$ cat src/rtl/pc_fetch_unit_pkg.sv
// Shared constants for the PC fetch stage and its neighbours
// (instructionmemory and datamemory share PC_W).
package pc_fetch_unit_pkg;

  localparam int         PC_W         = 10;
  localparam logic [1:0] COMMIT_PHASE = 2'd3;

  localparam logic [6:0] OPC_SYSTEM = 7'b1110011;
  localparam logic [2:0] F3_BEQ     = 3'b000;
  localparam logic [2:0] F3_BNE     = 3'b001;

  typedef enum logic {
    RUN_ACTIVE = 1'b0,
    RUN_HALTED = 1'b1
  } run_mode_e;

endpackage

$ cat src/rtl/pc_fetch_unit_next_pc_calc.sv
// Combinational next-PC logic: branch decision, word offset, target and
// misaligned-target detection.
module next_pc_calc #(
  parameter int PC_W = 10
) (
  input  logic [PC_W-1:0] pc,
  input  logic [2:0]      funct3,
  input  logic            branch,
  input  logic            zero,
  input  logic [31:0]     immediate,
  output logic [PC_W-1:0] pc_next,
  output logic            misalign
);
  import pc_fetch_unit_pkg::*;

  logic            take;
  logic [PC_W-1:0] off;
  logic            imm_hi_unused;

  // Unsupported branch funct3 values fall through as not taken.
  assign take = branch & (((funct3 == F3_BEQ) & zero) |
                          ((funct3 == F3_BNE) & ~zero));

  // Byte offset to word offset; the sign is carried by modular addition.
  assign off = immediate[PC_W+1:2];

  assign pc_next  = take ? (pc + off) : (pc + PC_W'(1));
  assign misalign = take & (immediate[1:0] != 2'b00);

  assign imm_hi_unused = ^immediate[31:PC_W+2];

endmodule

$ cat src/rtl/pc_fetch_unit.sv
// Program-counter stage: holds the PC, commits it once per instruction on the
// commit phase, and tracks halt, misaligned-branch fault and retired count.
module pc_fetch_unit #(
  parameter int              PC_W         = pc_fetch_unit_pkg::PC_W,
  parameter logic [PC_W-1:0] RESET_PC     = '0,
  parameter logic [1:0]      COMMIT_PHASE = pc_fetch_unit_pkg::COMMIT_PHASE,
  parameter int              CNT_W        = 16
) (
  input  logic             clk,
  input  logic             rst,
  input  logic [1:0]       state,
  input  logic             en,
  input  logic [6:0]       opcode,
  input  logic [2:0]       funct3,
  input  logic             branch,
  input  logic             zero,
  input  logic [31:0]      immediate,
  output logic [PC_W-1:0]  pc,
  output logic [PC_W-1:0]  pc_next,
  output logic             commit,
  output logic             halted,
  output logic             fault,
  output logic [CNT_W-1:0] retired
);
  import pc_fetch_unit_pkg::*;

  localparam logic [CNT_W-1:0] CNT_MAX = {CNT_W{1'b1}};

  run_mode_e        run_mode_reg, run_mode_next;
  logic [PC_W-1:0]  pc_reg, pc_reg_next;
  logic             commit_reg, commit_next;
  logic             fault_reg, fault_next;
  logic [CNT_W-1:0] retired_reg, retired_next;

  logic [PC_W-1:0]  target_pc;
  logic             misalign;
  logic             commit_edge;
  logic [CNT_W-1:0] retired_inc;

  next_pc_calc #(
    .PC_W (PC_W)
  ) u_next_pc_calc (
    .pc        (pc_reg),
    .funct3    (funct3),
    .branch    (branch),
    .zero      (zero),
    .immediate (immediate),
    .pc_next   (target_pc),
    .misalign  (misalign)
  );

  assign commit_edge = (state == COMMIT_PHASE) && en && (run_mode_reg == RUN_ACTIVE);
  assign retired_inc = (retired_reg == CNT_MAX) ? retired_reg : retired_reg + CNT_W'(1);

  always_ff @(posedge clk) begin
    if (rst) begin
      run_mode_reg <= RUN_ACTIVE;
      pc_reg       <= RESET_PC;
      commit_reg   <= 1'b0;
      fault_reg    <= 1'b0;
      retired_reg  <= '0;
    end else begin
      run_mode_reg <= run_mode_next;
      pc_reg       <= pc_reg_next;
      commit_reg   <= commit_next;
      fault_reg    <= fault_next;
      retired_reg  <= retired_next;
    end
  end

  // SYSTEM wins over a misaligned target; a fault retires nothing.
  always_comb begin
    run_mode_next = run_mode_reg;
    pc_reg_next   = pc_reg;
    commit_next   = 1'b0;
    fault_next    = fault_reg;
    retired_next  = retired_reg;
    if (commit_edge) begin
      if (opcode == OPC_SYSTEM) begin
        run_mode_next = RUN_HALTED;
        retired_next  = retired_inc;
        commit_next   = 1'b1;
      end else if (misalign) begin
        run_mode_next = RUN_HALTED;
        fault_next    = 1'b1;
      end else begin
        pc_reg_next  = target_pc;
        retired_next = retired_inc;
        commit_next  = 1'b1;
      end
    end
  end

  assign pc      = pc_reg;
  assign pc_next = target_pc;
  assign commit  = commit_reg;
  assign halted  = (run_mode_reg == RUN_HALTED);
  assign fault   = fault_reg;
  assign retired = retired_reg;

endmodule

$ cat config.mk
export PLATFORM = sky130hd
export DESIGN_NAME = pc_fetch_unit
export DESIGN_NICKNAME = d
export VERILOG_FILES = /design/src/rtl/pc_fetch_unit_pkg.sv /design/src/rtl/pc_fetch_unit_next_pc_calc.sv /design/src/rtl/pc_fetch_unit.sv
export SDC_FILE = /design/constraint.sdc
export NUM_CORES = 1
export LEC_CHECK = 0
export ABC_CLOCK_PERIOD_IN_PS = 3400
export CAP_MARGIN = 20
export CELL_PAD_IN_SITES_DETAIL_PLACEMENT = 1
export CELL_PAD_IN_SITES_GLOBAL_PLACEMENT = 1
export CORE_UTILIZATION = 29
export CTS_CLUSTER_DIAMETER = 40
export DETAILED_ROUTE_END_ITERATION = 10
export HOLD_SLACK_MARGIN = 0.05
export PLACE_DENSITY = 0.92
export SYNTH_ARGS = -nofsm -noshare
export SYNTH_HDL_FRONTEND = slang
export SYNTH_SLANG_ARGS = --single-unit
$ cat constraint.sdc
create_clock -name clk -period 3.4 [get_ports clk]
set_input_delay 0.34 -clock clk [delete_from_list [all_inputs] [get_ports clk]]
set_output_delay 0.34 -clock clk [all_outputs]
set_load 0.05 [all_outputs]
==> flow_summary.json, run 1 <==
{
  "vias_per_cell": 5.16,
  "required_ns": 3.06,
  "crit_type": "in2out",
  "cts_tree": "done",
  "placed_area_um2": 2770,
  "r2r-start": "pc[0]",
  "wl_per_cell_um": 16.1,
  "antenna_found_initial": 0,
  "place_hpwl_mm": 4.64,
  "ios": 88,
  "ys_async_sr_fraction": 0,
  "ys_seq_area_frac": 0.314,
  "clock.fmax_mhz": 310,
  "hold_slack_ns": 0.477,
  "setup.worst_path.start": "branch",
  "core_um2": 6030,
  "setup-violations-final": 0,
  "die_w_um": 81.9,
  "cts_root_buf": "clkbuf_8",
  "ys_warn_count": 0,
  "cp_cell_sequence": "clkdlybuf4s50_1 -> nor3b_1 -> buf_4 -> buf_4 -> and3_1 -> ha_1 -> nor2b_1 -> o21ai_1 -> a21oi_2 -> o41a_1 -> xor2_2 -> buf_12",
  "drv_cap": 0,
  "synth_edf_count": 0,
  "cts_made_buffers": 5,
  "dr.pass1.iters": 4,
  "htreeDepth": 2,
  "grt_usage": 0.186,
  "leakage_nw": 1.10,
  "tightest_slew_ns": 0.918,
  "synth_area_um2": 1850,
  "cp_common_cell": "buf_4",
  "synthCells": 224,
  "clock-sinks": 29,
  "hp-class": "reg2reg",
  "ys_seq_elements": 29,
  "die_h_um": 81.9,
  "hold_viol_final": 0,
  "utilization": 0.482,
  "grt_pass1_wl_mm": 9.27,
  "io_buffers": 67,
  "cts_buffer_depth": 2,
  "synth_cell_types": 42,
  "dieArea_um2": 6710,
  "syn_area_per_cell_um2": 8.27,
  "rsz0062_at_grt": "no",
  "grt_max_degree": 25,
  "drcViolationCount": 0,
  "peakVddDrop_uv": 219,
  "layout-drive-gt1-share": 0.157,
  "clkLatencyLatePin_ns": 0.29,
  "finalCritPeriodShare": 0.950,
  "critical-path-max-stage-delay_ns": 0.45,
  "yosys.area.top_type": "dfxtp_1",
  "power_density_nw_per_um2": 266,
  "final_cell_count_no_fill": 380,
  "slew_viol_final": 0,
  "fin_area_um2": 2910,
  "slew-limit-headroom": 0.386,
  "arrival_ns": 2.89,
  "drtIter0Drc": 62,
  "tns_ns": 0,
  "ant_nets": 0,
  "antennaDiodeCount": 0,
  "yosysTopAreaCellShare": 0.314,
  "pre_cts_slack_ns": -0.0741,
  "rows": 28,
  "fin_nets": 364,
  "grt-ovfl-total": 0,
  "start_util": 0.307,
  "hold_start": "fault",
  "synth_ff_type": "dfxtp_1",
  "period_minus_slack_ns": 3.23,
  "worst_path_max_delay_cell": "clkdlybuf4s50_1",
  "setup_slack_ns": 0.170,
  "worst_clock_skew_ns": 0.00650,
  "path_clk_slew_ns": 0.07,
  "outcome": "finished clean",
  "dr_total_vias": 1961,
  "dp_cells": 371,
  "grt_pass1_vias": 1948,
  "power_mw": 0.773,
  "worstSetupStartpointType": "input port",
  "areaGrowthSynthToFinish_pct": 56.9,
  "yosys-top-cells-area": "dfxtp_1 (31%), ha_1 (6.8%), xnor2_1 (5.7%)",
  "synth_nets": 284,
  "place.gp.congestion": 0.830,
  "largest_reg_flops": 16,
  "crit_fanout": 10,
  "wirelength_mm": 6.11,
  "cp-end-kind": "output port"
}
## area by class of cell
class | instances | area (um2)
Fill cell | 734 | 3120
Multi-Input combinational cell | 182 | 1260
Timing Repair Buffer | 80 | 868
Sequential cell | 29 | 581
Tap cell | 75 | 93.8
Clock buffer | 6 | 72.6
Inverter | 6 | 22.5
Clock inverter | 2 | 10.0
## kinds of logic (layout without fill, tap and decap cells)
family | after synthesis | after routing | synth area share
simple gates | 108 | 108 | 0.330
buf+inv | 13 | 94 | 0.0304
compound gates | 42 | 42 | 0.148
xor+xnor | 21 | 21 | 0.0993
fa+ha+maj | 11 | 11 | 0.0784
flops | 29 | 29 | 0.314
## per-layer routing
layer	vias up	part of all wire	global-route usage
met2	44	0.53	0.350
met5	-	0	0
met3	8	0.048	0.0433
met4	0	0.016	0.0772
li1	954	-	-
met1	955	0.41	0.194
## final timing paths
check | cells past startpoint | endpoint | slack, ns
setup reg to reg | 9 | pc[4] | 1.27
hold reg to reg | 2 | fault | 0.48
hold / removal | 2 | fault | 0.48
setup / recovery | 12 | pc_next[8] | 0.17
## worst max-delay path, delay by kind of cell
| kind | cells | cell delay (ns) |
|---|---|---|
| AOI/OAI and AO/OA | 3 | 0.70 |
| xor gates and xnor gates | 1 | 0.20 |
| adders and majority gates | 1 | 0.26 |
| buffers and inverters | 4 | 0.90 |
| and+or+nand+nor | 3 | 0.49 |
## cell usage in the layout, fill, tap and decap left out, types with 4 or more instances in the layout
| cell type | n |
|---|---|
| ha_1 | 9 |
| clkbuf_8 | 5 |
| nor3b_1 | 4 |
| clkdlybuf4s50_1 | 57 |
| nand2_1 | 22 |
| or3_1 | 4 |
| buf_4 | 13 |
| buf_12 | 10 |
| inv_1 | 6 |
| dfxtp_1 | 29 |
| and3_1 | 12 |
| nor2_1 | 26 |
| xor2_1 | 8 |
| o21ai_0 | 6 |
| a21oi_1 | 15 |
| nand4_1 | 7 |
| nand3_1 | 11 |
| xnor2_1 | 10 |
## where the power goes
part	switching, mW	total [mW]	internal [mW]
Clock	0.141	0.283	0.142
Combinational	0.0731	0.144	0.0710
Sequential	0.00319	0.346	0.343
Total	0.217	0.773	0.555
## cells in the mapped netlist, types with 2 or more instances
library cell / number
a31oi_1: 3
nand4b_1: 2
and2_1: 3
or3_1: 4
ha_1: 10
clkbuf_1: 6
nor3_1: 3
nor2_1: 26
xnor2_1: 12
dfxtp_1: 29
xor2_1: 9
nand3_1: 11
nor4b_2: 2
o21ai_0: 8
nor3b_1: 4
inv_1: 6
a21o_1: 3
nand2_1: 22
o21bai_1: 2
a21oi_1: 16
and3_1: 12
nand3b_1: 2
nand4_1: 7
nor4_4: 2
a211oi_1: 2
nor2b_1: 2
## timing repair
action | 4_1_cts | 5_1_grt
gates resized for setup | 3 | 9
buffers inserted | 0 | 1
pin swaps | 0 | 5
setup endpoints to repair | 2 | 4
hold buffers | 0 | 0
No activity file was read; power rests on OpenSTA's default activity.
==> run 2: changes to the inputs <==
--- a/config.mk
+++ b/config.mk
@@ -5,15 +5,17 @@
 export SDC_FILE = /design/constraint.sdc
 export NUM_CORES = 1
 export LEC_CHECK = 0
+export ABC_AREA = 1
 export ABC_CLOCK_PERIOD_IN_PS = 3400
 export CAP_MARGIN = 20
 export CELL_PAD_IN_SITES_DETAIL_PLACEMENT = 1
 export CELL_PAD_IN_SITES_GLOBAL_PLACEMENT = 1
+export CORE_ASPECT_RATIO = 1.25
 export CORE_UTILIZATION = 29
 export CTS_CLUSTER_DIAMETER = 40
 export DETAILED_ROUTE_END_ITERATION = 10
 export HOLD_SLACK_MARGIN = 0.05
-export PLACE_DENSITY = 0.92
+export PLACE_DENSITY = 0.91
 export SYNTH_ARGS = -nofsm -noshare
 export SYNTH_HDL_FRONTEND = slang
 export SYNTH_SLANG_ARGS = --single-unit
==> run 2 against run 1 <==
Synthesized area grew 21%. Global-route usage is essentially flat. Die area grew 20%. Non-clock buffer count shrank 9. Cell area grew 9.4%. Total power grew 6.6%.
==> flow_summary.json, run 2 <==
{
  "fin_nets": 482,
  "final_common_cell": "nand2_1",
  "yosys.cell_count.top_type": "nand2_1",
  "yosys.area.top_type": "dfxtp_1",
  "drtIter0Drc": 44,
  "setup-violations-final": 0,
  "largest_reg_flops": 16,
  "hold_slack_ns": 0.496,
  "layout_common_cells": "nand2_1 (90), clkdlybuf4s50_1 (57), inv_1 (50), nand3_1 (40), nor2_1 (37)",
  "cts_buffer_depth": 2,
  "ys_seq_area_frac": 0.260,
  "wirelength_mm": 6.89,
  "grt_pass1_wl_mm": 11.8,
  "cts.repair.resized": 0,
  "grt-ovfl-total": 0,
  "die_w_um": 80.6,
  "peakVddDrop_uv": 148,
  "vias_per_cell": 4.89,
  "synth_commonest_cells": "nand2_1 (90), inv_1 (50), nand3_1 (40)",
  "clkLatencyLatePin_ns": 0.29,
  "clock-sinks": 29,
  "worst_clock_skew_ns": 0.0123,
  "rows": 35,
  "utilization": 0.429,
  "drcViolationCount": 0,
  "crit_fanout": 7,
  "io_buffers": 67,
  "synth_nets": 411,
  "hold_start": "pc[3]",
  "ys_seq_elements": 29,
  "slew_viol_final": 0,
  "tns_ns": 0,
  "synth_edf_count": 0,
  "worstSetupStartpointType": "input port",
  "core_um2": 7400,
  "ys_warn_count": 0,
  "cp-end-kind": "output port",
  "synth_ff_type": "dfxtp_1",
  "dieArea_um2": 8070,
  "yosysTopAreaCellShare": 0.260,
  "areaGrowthSynthToFinish_pct": 42.1,
  "drv_cap": 0,
  "arrival_ns": 2.76,
  "tightest_slew_ns": 0.556,
  "period_minus_slack_ns": 3.10,
  "hp-class": "reg2reg",
  "cts_root_buf": "clkbuf_8",
  "outcome": "finished clean",
  "grt_usage": 0.186,
  "power_density_nw_per_um2": 259,
  "ys_async_sr_fraction": 0,
  "antenna_found_initial": 0,
  "syn_area_per_cell_um2": 6.37,
  "post_cts_buffers": 0,
  "grt_max_degree": 26,
  "place_hpwl_mm": 5.55,
  "hold_viol_final": 0,
  "antennaDiodeCount": 0,
  "synthCells": 351,
  "start_util": 0.302,
  "cts_made_buffers": 5,
  "synth_area_um2": 2240,
  "synth_cell_types": 29,
  "cts_tree": "done",
  "yosys-top-cells-area": "dfxtp_1 (26%), nand2_1 (15%), nand3_1 (8.9%)",
  "leakage_nw": 1.35,
  "slew-limit-headroom": 0.628,
  "setup.worst_path.start": "zero",
  "required_ns": 3.06,
  "finalCritPeriodShare": 0.911,
  "htreeDepth": 2,
  "ant_nets": 0,
  "rsz0062_at_grt": "no",
  "wl_per_cell_um": 13.4,
  "die_h_um": 100,
  "path_clk_slew_ns": 0.07,
  "dr.pass1.iters": 4,
  "ios": 88,
  "r2r-start": "retired[0]",
  "grt_pass1_vias": 2693,
  "cts_hold_buffers": 0,
  "clock.fmax_mhz": 323,
  "dr_total_vias": 2519,
  "crit_type": "in2out",
  "place.gp.congestion": 0.861,
  "layout-drive-gt1-share": 0.130
}
-- run 2: where the power goes --
group          internal (mW)  total (mW)  switching, mW
combinational         0.0807       0.185          0.105
sequential             0.345       0.350        0.00519
clock                  0.141       0.288          0.147
total                  0.567       0.824          0.257
-- run 2: final cells by class --
type / instances / area [um2]
fillers: 962 / 4220
multi-input cells: 264 / 1420
repair buffers: 71 / 788
flip-flops and latches: 29 / 581
inverters: 51 / 191
well taps: 92 / 115
clock buffers: 5 / 68.8
clock inverters: 3 / 17.5
-- run 2: kinds of logic (layout without fill, tap and decap cells) --
kind of cell | count (synthesis) | in the layout | share of synthesized area
AND/OR/NAND/NOR | 204 | 204 | 0.421
buffers and inverters | 58 | 130 | 0.107
AO/OA/AOI/OAI | 38 | 38 | 0.104
flip-flops | 29 | 29 | 0.260
adder cells (fa/ha/maj) | 11 | 11 | 0.0649
XOR/XNOR | 11 | 11 | 0.0431
-- run 2: worst paths after layout --
check / cells after the start / end / slack [ns]
hold / removal: 2 / pc[3] / 0.50
setup / recovery: 12 / pc_next[5] / 0.30
hold reg to reg: 2 / pc[3] / 0.50
setup reg to reg: 6 / retired[11] / 1.37
-- run 2: metal layers --
metal | routed length, um | part of all wire | vias up | track usage
li1 | - | - | 1262 | -
met1 | 2650 | 0.38 | 1172 | 0.184
met2 | 3820 | 0.55 | 65 | 0.370
met3 | 240 | 0.035 | 20 | 0.0282
met4 | 188 | 0.027 | 0 | 0.0769
met5 | 0 | 0 | - | 0
-- run 2: worst max-delay path: stages --
cell             delay (ns)
clkdlybuf4s50_1        0.48
nand2_1                0.07
a21oi_1                0.20
inv_1                  0.08
buf_4                  0.17
nor2_1                 0.09
ha_1                   0.28
or2_2                  0.30
nand2_1                0.10
o21ai_0                0.11
xor2_1                 0.34
buf_12                 0.19
-- run 2: metrics by stage --
| step | power [mW] | std cells | instance area (um2) | worst slack (ns) |
|---|---|---|---|---|
| finish | 0.824 | 515 | 3180 | 0.303 |
| global route | 0.867 | 515 | 3180 | 0.0830 |
| CTS | 0.834 | 515 | 3180 | 0.286 |
| detailed placement | 0.545 | 507 | 3090 | 0.294 |
| global placement | 0.540 | 507 | 3090 | 0.357 |
| floorplan | 0.456 | 351 | 2240 | 0.547 |
==> run 3: changes to the inputs <==
--- a/config.mk
+++ b/config.mk
@@ -11,6 +11,7 @@
 export CELL_PAD_IN_SITES_DETAIL_PLACEMENT = 1
 export CELL_PAD_IN_SITES_GLOBAL_PLACEMENT = 1
 export CORE_ASPECT_RATIO = 1.25
+export CORE_MARGIN = 5
 export CORE_UTILIZATION = 29
 export CTS_CLUSTER_DIAMETER = 40
 export DETAILED_ROUTE_END_ITERATION = 10
==> run 3 against run 2 <==
Final cell count decreased by 0.19%. Wire length increased by 3.8%. Register-to-register slack about the same. Total power increased by 3.9%. Global-route usage down 2.7 points. Clock power is 11% higher. Flip-flop and latch count is the same. Sequential power barely moved. Utilization decreased by 0.15 points. Cell area rose by 0.24%. Sequential share of layout area barely moved.
==> flow_summary.json, run 3 (same netlist as run 2, synthesis figures left out) <==
{
  "cts_root_buf": "clkbuf_8",
  "wl_per_cell_um": 13.9,
  "crit_fanout": 7,
  "ant_nets": 0,
  "power_density_nw_per_um2": 269,
  "cp_common_cell": "nand2_1",
  "crit_type": "in2out",
  "areaGrowthSynthToFinish_pct": 42.4,
  "hold_end": "fault",
  "ios": 88,
  "arrival_ns": 2.74,
  "drtIter0Drc": 29,
  "finalCritPeriodShare": 0.906,
  "crit_buf_inv": 4,
  "period_minus_slack_ns": 3.08,
  "cts_tree": "done",
  "worstSetupStartpointType": "input port",
  "die_h_um": 108,
  "tns_ns": 0,
  "intPower_mw": 0.609,
  "cts_buffer_depth": 2,
  "clock.fmax_mhz": 325,
  "rows": 35,
  "pwr-share-seq": 0.410,
  "required_ns": 3.06,
  "peakVddDrop_uv": 140,
  "worst_clock_skew_ns": 0.00605,
  "post_cts_buffers": 0,
  "layout_common_cells": "nand2_1 (90), clkdlybuf4s50_1 (57), inv_1 (50), nand3_1 (40), nor2_1 (37)",
  "fin_area_um2": 3190,
  "hold_depth": 2,
  "swShare": 0.289,
  "register_area_um2": 581,
  "drcViolationCount": 0,
  "setup.worst_path.start": "zero",
  "layout-drive-gt1-share": 0.128,
  "vias_per_cell": 4.87,
  "worst_path_max_delay_cell": "clkdlybuf4s50_1",
  "clkLatencyLatePin_ns": 0.27,
  "power.share.clock": 0.373,
  "cp_cell_sequence": "clkdlybuf4s50_1 -> nand2_1 -> a21oi_1 -> inv_1 -> buf_4 -> nor2_1 -> ha_1 -> or2_2 -> nand2_1 -> o21ai_0 -> xor2_1 -> buf_12",
  "drv_cap": 0,
  "slew-limit-headroom": 0.647,
  "core_um2": 7440,
  "grt_pass1_vias": 2666,
  "hp-class": "reg2reg",
  "wirelength_mm": 7.15,
  "io_buffers": 67,
  "path_clk_slew_ns": 0.06,
  "clock-sinks": 29,
  "reg2reg_to": "pc[4]",
  "cts_made_buffers": 5,
  "r2r_slack_ns": 1.37,
  "place.gp.congestion": 0.879,
  "path_delay_family": "buffers and inverters",
  "power.share.combinational": 0.217,
  "grt-ovfl-total": 0,
  "leakage_nw": 1.35,
  "grt_pass1_wl_mm": 12.2,
  "final_cell_count_no_fill": 514,
  "start_util": 0.301,
  "slew_viol_final": 0,
  "r2r-start": "pc[0]",
  "die_w_um": 88.6,
  "hold_start": "fault",
  "multiInputGateArea_um2": 1420,
  "place_hpwl_mm": 5.88,
  "grt_usage": 0.158,
  "dieArea_um2": 9580,
  "hold_viol_final": 0,
  "grt_max_degree": 21,
  "cp-end-kind": "output port",
  "n_fill_cell": 966,
  "tightest_slew_ns": 0.527,
  "rr_worst_depth": 7,
  "utilization": 0.428,
  "htreeDepth": 2,
  "largest_reg_flops": 16,
  "rsz0062_at_grt": "no",
  "placed_area_um2": 3080,
  "antennaDiodeCount": 0,
  "dp_cells": 506,
  "outcome": "finished clean",
  "setup-violations-final": 0,
  "power.switching_mw": 0.247,
  "fin_nets": 481,
  "final_common_cell": "nand2_1",
  "antenna_found_initial": 0,
  "dr.pass1.iters": 4,
  "dr_total_vias": 2501,
  "critical-path-max-stage-delay_ns": 0.48,
  "hold_slack_ns": 0.482
}
## run 3: cell count changes in the layout (fill, tap and decap cells not counted), sizes merged
| cell | change |
|---|---|
| clkbuf | +2 |
| buf | -1 |
| clkinvlp | -1 |
| clkinv | -1 |
## run 3: metal layers
layer | part of all wire | vias up | wire (um) | GRT usage
met5 | 0 | - | 0 | 0
met4 | 0.018 | 0 | 126 | 0.0410
met1 | 0.40 | 1187 | 2880 | 0.179
met2 | 0.54 | 51 | 3890 | 0.302
li1 | - | 1253 | - | -
met3 | 0.035 | 10 | 250 | 0.0229
## run 3: how the worst max path moves through the flow
stage / endpoint / depth (start not counted) / slack (ns)
after CTS: pc_next[8] / 15 / 0.19
after floorplan: pc_next[4] / 10 / 0.55
final: pc_next[5] / 12 / 0.32
after detailed placement: pc_next[8] / 15 / 0.20
after global placement: pc_next[8] / 15 / 0.27
after global routing: pc_next[8] / 15 / 0.10
## run 3: worst reg2reg max path, stage by stage, from the launching register on
cell and delay (ns):
dfxtp_1 0.36, ha_1 0.23, inv_1 0.07, fa_1 0.43
o21ai_1 0.28, xor2_1 0.36, nand2_1 0.10, a21oi_1 0.14
## run 3: layout make-up
cell class / instances / area share
tap: 92 / 0.0361
clock buffer: 7 / 0.0302
timing repair buffer: 70 / 0.245
clock inverter: 1 / 0.00157
sequential: 29 / 0.182
inverter: 51 / 0.0601
multi-input combinational: 264 / 0.445
## run 3: power by group through the flow
stage	Combinational (mW)	Sequential, mW	Clock (mW)
2_1_floorplan	0.0795	0.377	0
3_5_place_dp	0.187	0.359	0
4_1_cts	0.188	0.351	0.337
6_report	0.186	0.351	0.319
3_3_place_gp	0.183	0.358	0
5_1_grt	0.199	0.352	0.356
## run 3: per-stage QoR
step / power [mW] / worst slack (ns)
4_1_cts: 0.875 / 0.192
5_1_grt: 0.907 / 0.101
3_3_place_gp: 0.541 / 0.270
3_5_place_dp: 0.546 / 0.199
2_1_floorplan: 0.456 / 0.547
6_report: 0.856 / 0.321
## run 3: timing repair
| action | CTS | global route |
|---|---|---|
| hold buffers | 0 | 0 |
| setup endpoints to repair | 0 | 1 |
| resized for setup | 0 | 1 |
==> patch 1, RTL diff (settings of run 2) <==
Reset style: asynchronous (`rst`), changed in one clocked block.
--- a/src/rtl/pc_fetch_unit.sv
+++ b/src/rtl/pc_fetch_unit.sv
@@ -53,5 +53,5 @@
   assign retired_inc = (retired_reg == CNT_MAX) ? retired_reg : retired_reg + CNT_W'(1);
 
-  always_ff @(posedge clk) begin
+  always_ff @(posedge clk or posedge rst) begin
     if (rst) begin
       run_mode_reg <= RUN_ACTIVE;
Function: differs if rst is asserted again (counterexample within 4 cycles, from zero or initial values and one cycle with rst high); with rst held inactive, the same outputs for 10 cycles.
==> patch 1 against run 2 <==
Utilization grew 1.5 points; sequential share of layout area grew 4.7 points; sequential cell count is the same; area after synthesis shrank 2.7%; final area shrank 0.55%; setup slack lost 0.15 ns; global-route usage shrank 0.56 points; wire length shrank 2.7%; non-clock buffer count is the same; via count shrank 9.5%; critical path type unchanged.
Power is not compared: it rests on default switching activity, and its combinational part moved more than twofold at a synthesized area within 25%.
==> patch 1: results (changes against run 2) <==
Fill cells 887 (was 962); share of cells above drive strength 1 0.09719 (was 0.1300); WP data arrival 2.90 ns (was 2.76 ns); FFs w/ async S/R, synth 1.000 (was 0); Seq/Total Area, Yosys 0.3333 (was 0.2595); Final Non-Filler Cells 481 (was 515); M1 WL 2.447 mm (was 2.648 mm); sw frac 0.2429; CP top delay family simple AND/OR/NAND/NOR gates (was buffers and inverters); first-pass GRT wire length 10.98 mm (was 11.75 mm); Tot GR Track Use 0.1800 (was 0.1856); cells after synthesis 317 (was 351); routed wl met2 3.897 mm (was 3.816 mm); Mapped Nets 377 (was 411); outcome finished clean (unchanged); metal3 WL 200 µm (was 240 µm); Detailed Route Iter0 Violations 51 (was 44); diodes inserted 0 (unchanged); Worst Hold Class input pin to async pin (was flop to flop); DP HPWL 5.291 mm (was 5.549 mm); worst slack, placed -0.06685 ns (was 0.2936 ns); Avg WL per Cell 13.95 µm (was 13.38 µm); pin count of the biggest net entering global routing 30 (was 26); placed insts 473 (was 507); top post-synthesis cells by area dfrtp_1, nand2_1, nand3_1 (was dfxtp_1, nand2_1, nand3_1); commonest cells in the netlist nand2_1, inv_1, nand3_1 (unchanged); Clock Skews 0.007875 ns (was 0.01229 ns); GPL Wtd Cong 0.9099 (was 0.8614); Worst slew margin 0.6042 (was 0.6282); number of global-route vias before repair 2411 (was 2693); DR vias 2279 (was 2519); Main synth FF type dfrtp_1 (was dfxtp_1); Unique masters post-synth 30 (was 29); Max stage delay on crit path 0.50 ns (was 0.48 ns)
-- patch 1: cell count changes after synthesis, sizes merged, moves of 10 or more --
cell   change
dfrtp     +29
dfxtp     -29
a21oi     -24
nand2     +20
inv       -10
nand3     -10
-- patch 1: cell families after synthesis --
kind of cell | Yosys count | share of synthesized area
xor+xnor | 16 | 0.06437
flops | 29 | 0.3333
fa+ha+maj | 11 | 0.06667
buf+inv | 45 | 0.08275
simple gates | 206 | 0.4276
compound gates | 10 | 0.02529
-- patch 1: through the flow --
step	instance area, µm²	power, mW	TNS (ns)	hold WS (ns)
2_1_floorplan	2177	0.3822	0	0.4181
3_3_place_gp	3044	0.4322	0	0.4496
3_5_place_dp	3044	0.4352	-0.06685	0.4828
4_1_cts	3138	0.7442	0	0.4609
5_1_grt	3161	0.7655	0	0.5202
6_report	3161	0.7295	0	0.4559
-- patch 1: metal layers --
layer	up-vias	global-route usage
li1	1131	-
met1	1090	0.1743
met2	44	0.3662
met3	14	0.02963
met4	0	0.06294
met5	-	0
-- patch 1: final cells by class --
type                            count  share of cell area
Inverter                           41             0.04869
Tap cell                           90             0.03563
Multi-Input combinational cell    243              0.4093
Timing Repair Buffer               71              0.2494
Sequential cell                    29              0.2296
Clock buffer                        7             0.02732
-- patch 1: final timing paths --
check / from / cells past startpoint / endpoint / slack, ns
max in group asynchronous: rst / 3 / retired[15] / 2.64
min reg2reg: fault / 2 / fault / 0.48
min in group clk: fault / 2 / fault / 0.48
min: rst / 3 / pc[0] / 0.46
max: funct3[0] / 15 / pc_next[6] / 0.16
max reg2reg: pc[0] / 10 / pc[6] / 1.40
-- patch 1: what timing repair did --
item	in CTS	in global routing
buffers inserted	0	1
endpoints found under the setup margin	1	2
resized for setup	1	5
pin swaps	0	2
==> patch 2, RTL diff (settings of run 2) <==
Made on the original files. `PC_W` is set to 10 in 2 places; all go to 8.
--- a/src/rtl/pc_fetch_unit_pkg.sv
+++ b/src/rtl/pc_fetch_unit_pkg.sv
@@ -3,5 +3,5 @@
 package pc_fetch_unit_pkg;
 
-  localparam int         PC_W         = 10;
+  localparam int         PC_W         = 8;
   localparam logic [1:0] COMMIT_PHASE = 2'd3;
 
--- a/src/rtl/pc_fetch_unit_next_pc_calc.sv
+++ b/src/rtl/pc_fetch_unit_next_pc_calc.sv
@@ -2,5 +2,5 @@
 // misaligned-target detection.
 module next_pc_calc #(
-  parameter int PC_W = 10
+  parameter int PC_W = 8
 ) (
   input  logic [PC_W-1:0] pc,
Interface: changed (resized pc and pc_next); port bits go from 88 to 84. The function was not compared with the original's and may differ.
==> patch 2 against run 2 <==
Combinational power down 9%; power down 17%; clock skew down 0.0090 ns; setup slack better by 0.0012 ns; sequential cell count down 2; final area down 11%; via count down 12%; utilization down 0.35 points; area after synthesis down 10%; wire length down 11%.
==> patch 2: results (changes against run 2) <==
peak supply drop 0.0001392 V (was 0.0001482 V); pin count of the biggest net entering global routing 25 (was 26); Detailed Route Iter0 Violations 38 (was 44); Clock Skews 0.003271 ns (was 0.01229 ns); Final Non-Filler Cells 448 (was 515); met3 Usage GRT 0.02010 (was 0.02818); nets@finish 420 (was 482); DR vias/cell 4.926 (was 4.891); M1 WL 2.456 mm (was 2.648 mm); GPL Wtd Cong 0.8289 (was 0.8614); Max stage delay on crit path 0.51 ns (was 0.48 ns); Mapped Nets 356 (was 411); share of cells above drive strength 1 0.1579 (was 0.1300); placed insts 444 (was 507); P per Cell Area 242.8 nW/µm² (was 259.3 nW/µm²); Fill cells 831 (was 962); WHS 0.4904 ns (was 0.4963 ns); R2R depth 9 (was 6); Tot GR Track Use 0.1785 (was 0.1856); routed wl met2 3.316 mm (was 3.816 mm); Pleak 1.126 nW (was 1.350 nW); Avg WL per Cell 13.62 µm (was 13.38 µm); outcome finished clean (unchanged); top post-synthesis cells by area dfxtp_1, nand2_1, nand3_2 (was dfxtp_1, nand2_1, nand3_1); CTS H-tree lvls 1 (was 2); Cell Area, Placed 2786 µm² (was 3092 µm²); met2 global-route usage 0.3761 (was 0.3703); commonest cells in the netlist nand2_1, inv_1, nor2_1 (was nand2_1, inv_1, nand3_1); metal3 WL 190 µm (was 240 µm); Crit Path Max Fanout 3 (was 7); DP HPWL 4.883 mm (was 5.549 mm); Reg-to-Reg End pc[6] (was retired[11]); Unique masters post-synth 30 (was 29)
==> patch 2: kinds of logic after synthesis <==
family                   count (synthesis)  synth area share
flip-flops                              27            0.2683
AO/OA/AOI/OAI                           39            0.1168
XOR/XNOR                                 8           0.03478
adder cells (fa/ha/maj)                  9           0.05963
AND/OR/NAND/NOR                        171            0.4292
buffers and inverters                   44           0.09130
==> patch 2: worst register-to-register path, cell delays in order (launching register included) <==
cell	delay [ns]
dfxtp_1	0.37
ha_1	0.19
inv_1	0.06
fa_1	0.39
o21ai_0	0.30
nand3_1	0.18
nand3_1	0.10
nand2_1	0.11
nor2_1	0.11
nor2_1	0.05
==> patch 2: worst max-delay path by stage <==
stage            endpoint  depth (start not counted)  slack, ns  startpoint
3_3_place_gp   pc_next[6]                         15       0.36        zero
2_1_floorplan  pc_next[4]                         10       0.60   funct3[2]
6_report       pc_next[6]                         15       0.30        zero
4_1_cts        pc_next[6]                         15       0.27        zero
5_1_grt        pc_next[6]                         16       0.08   funct3[0]
3_5_place_dp   pc_next[6]                         15       0.29        zero
==> patch 2: area by class of cell <==
type                            count  share of cell area
Clock buffer                        4             0.01591
Multi-Input combinational cell    227              0.4556
Tap cell                           87             0.03844
Sequential cell                    27              0.1909
Timing Repair Buffer               64              0.2475
Inverter                           39             0.05170
==> patch 2: report_power, final <==
part / internal [mW] / switching (mW) / total (mW)
clock network: 0.0843 / 0.108 / 0.193
registers: 0.321 / 0.00420 / 0.325
logic: 0.0740 / 0.0954 / 0.169
total: 0.479 / 0.208 / 0.687
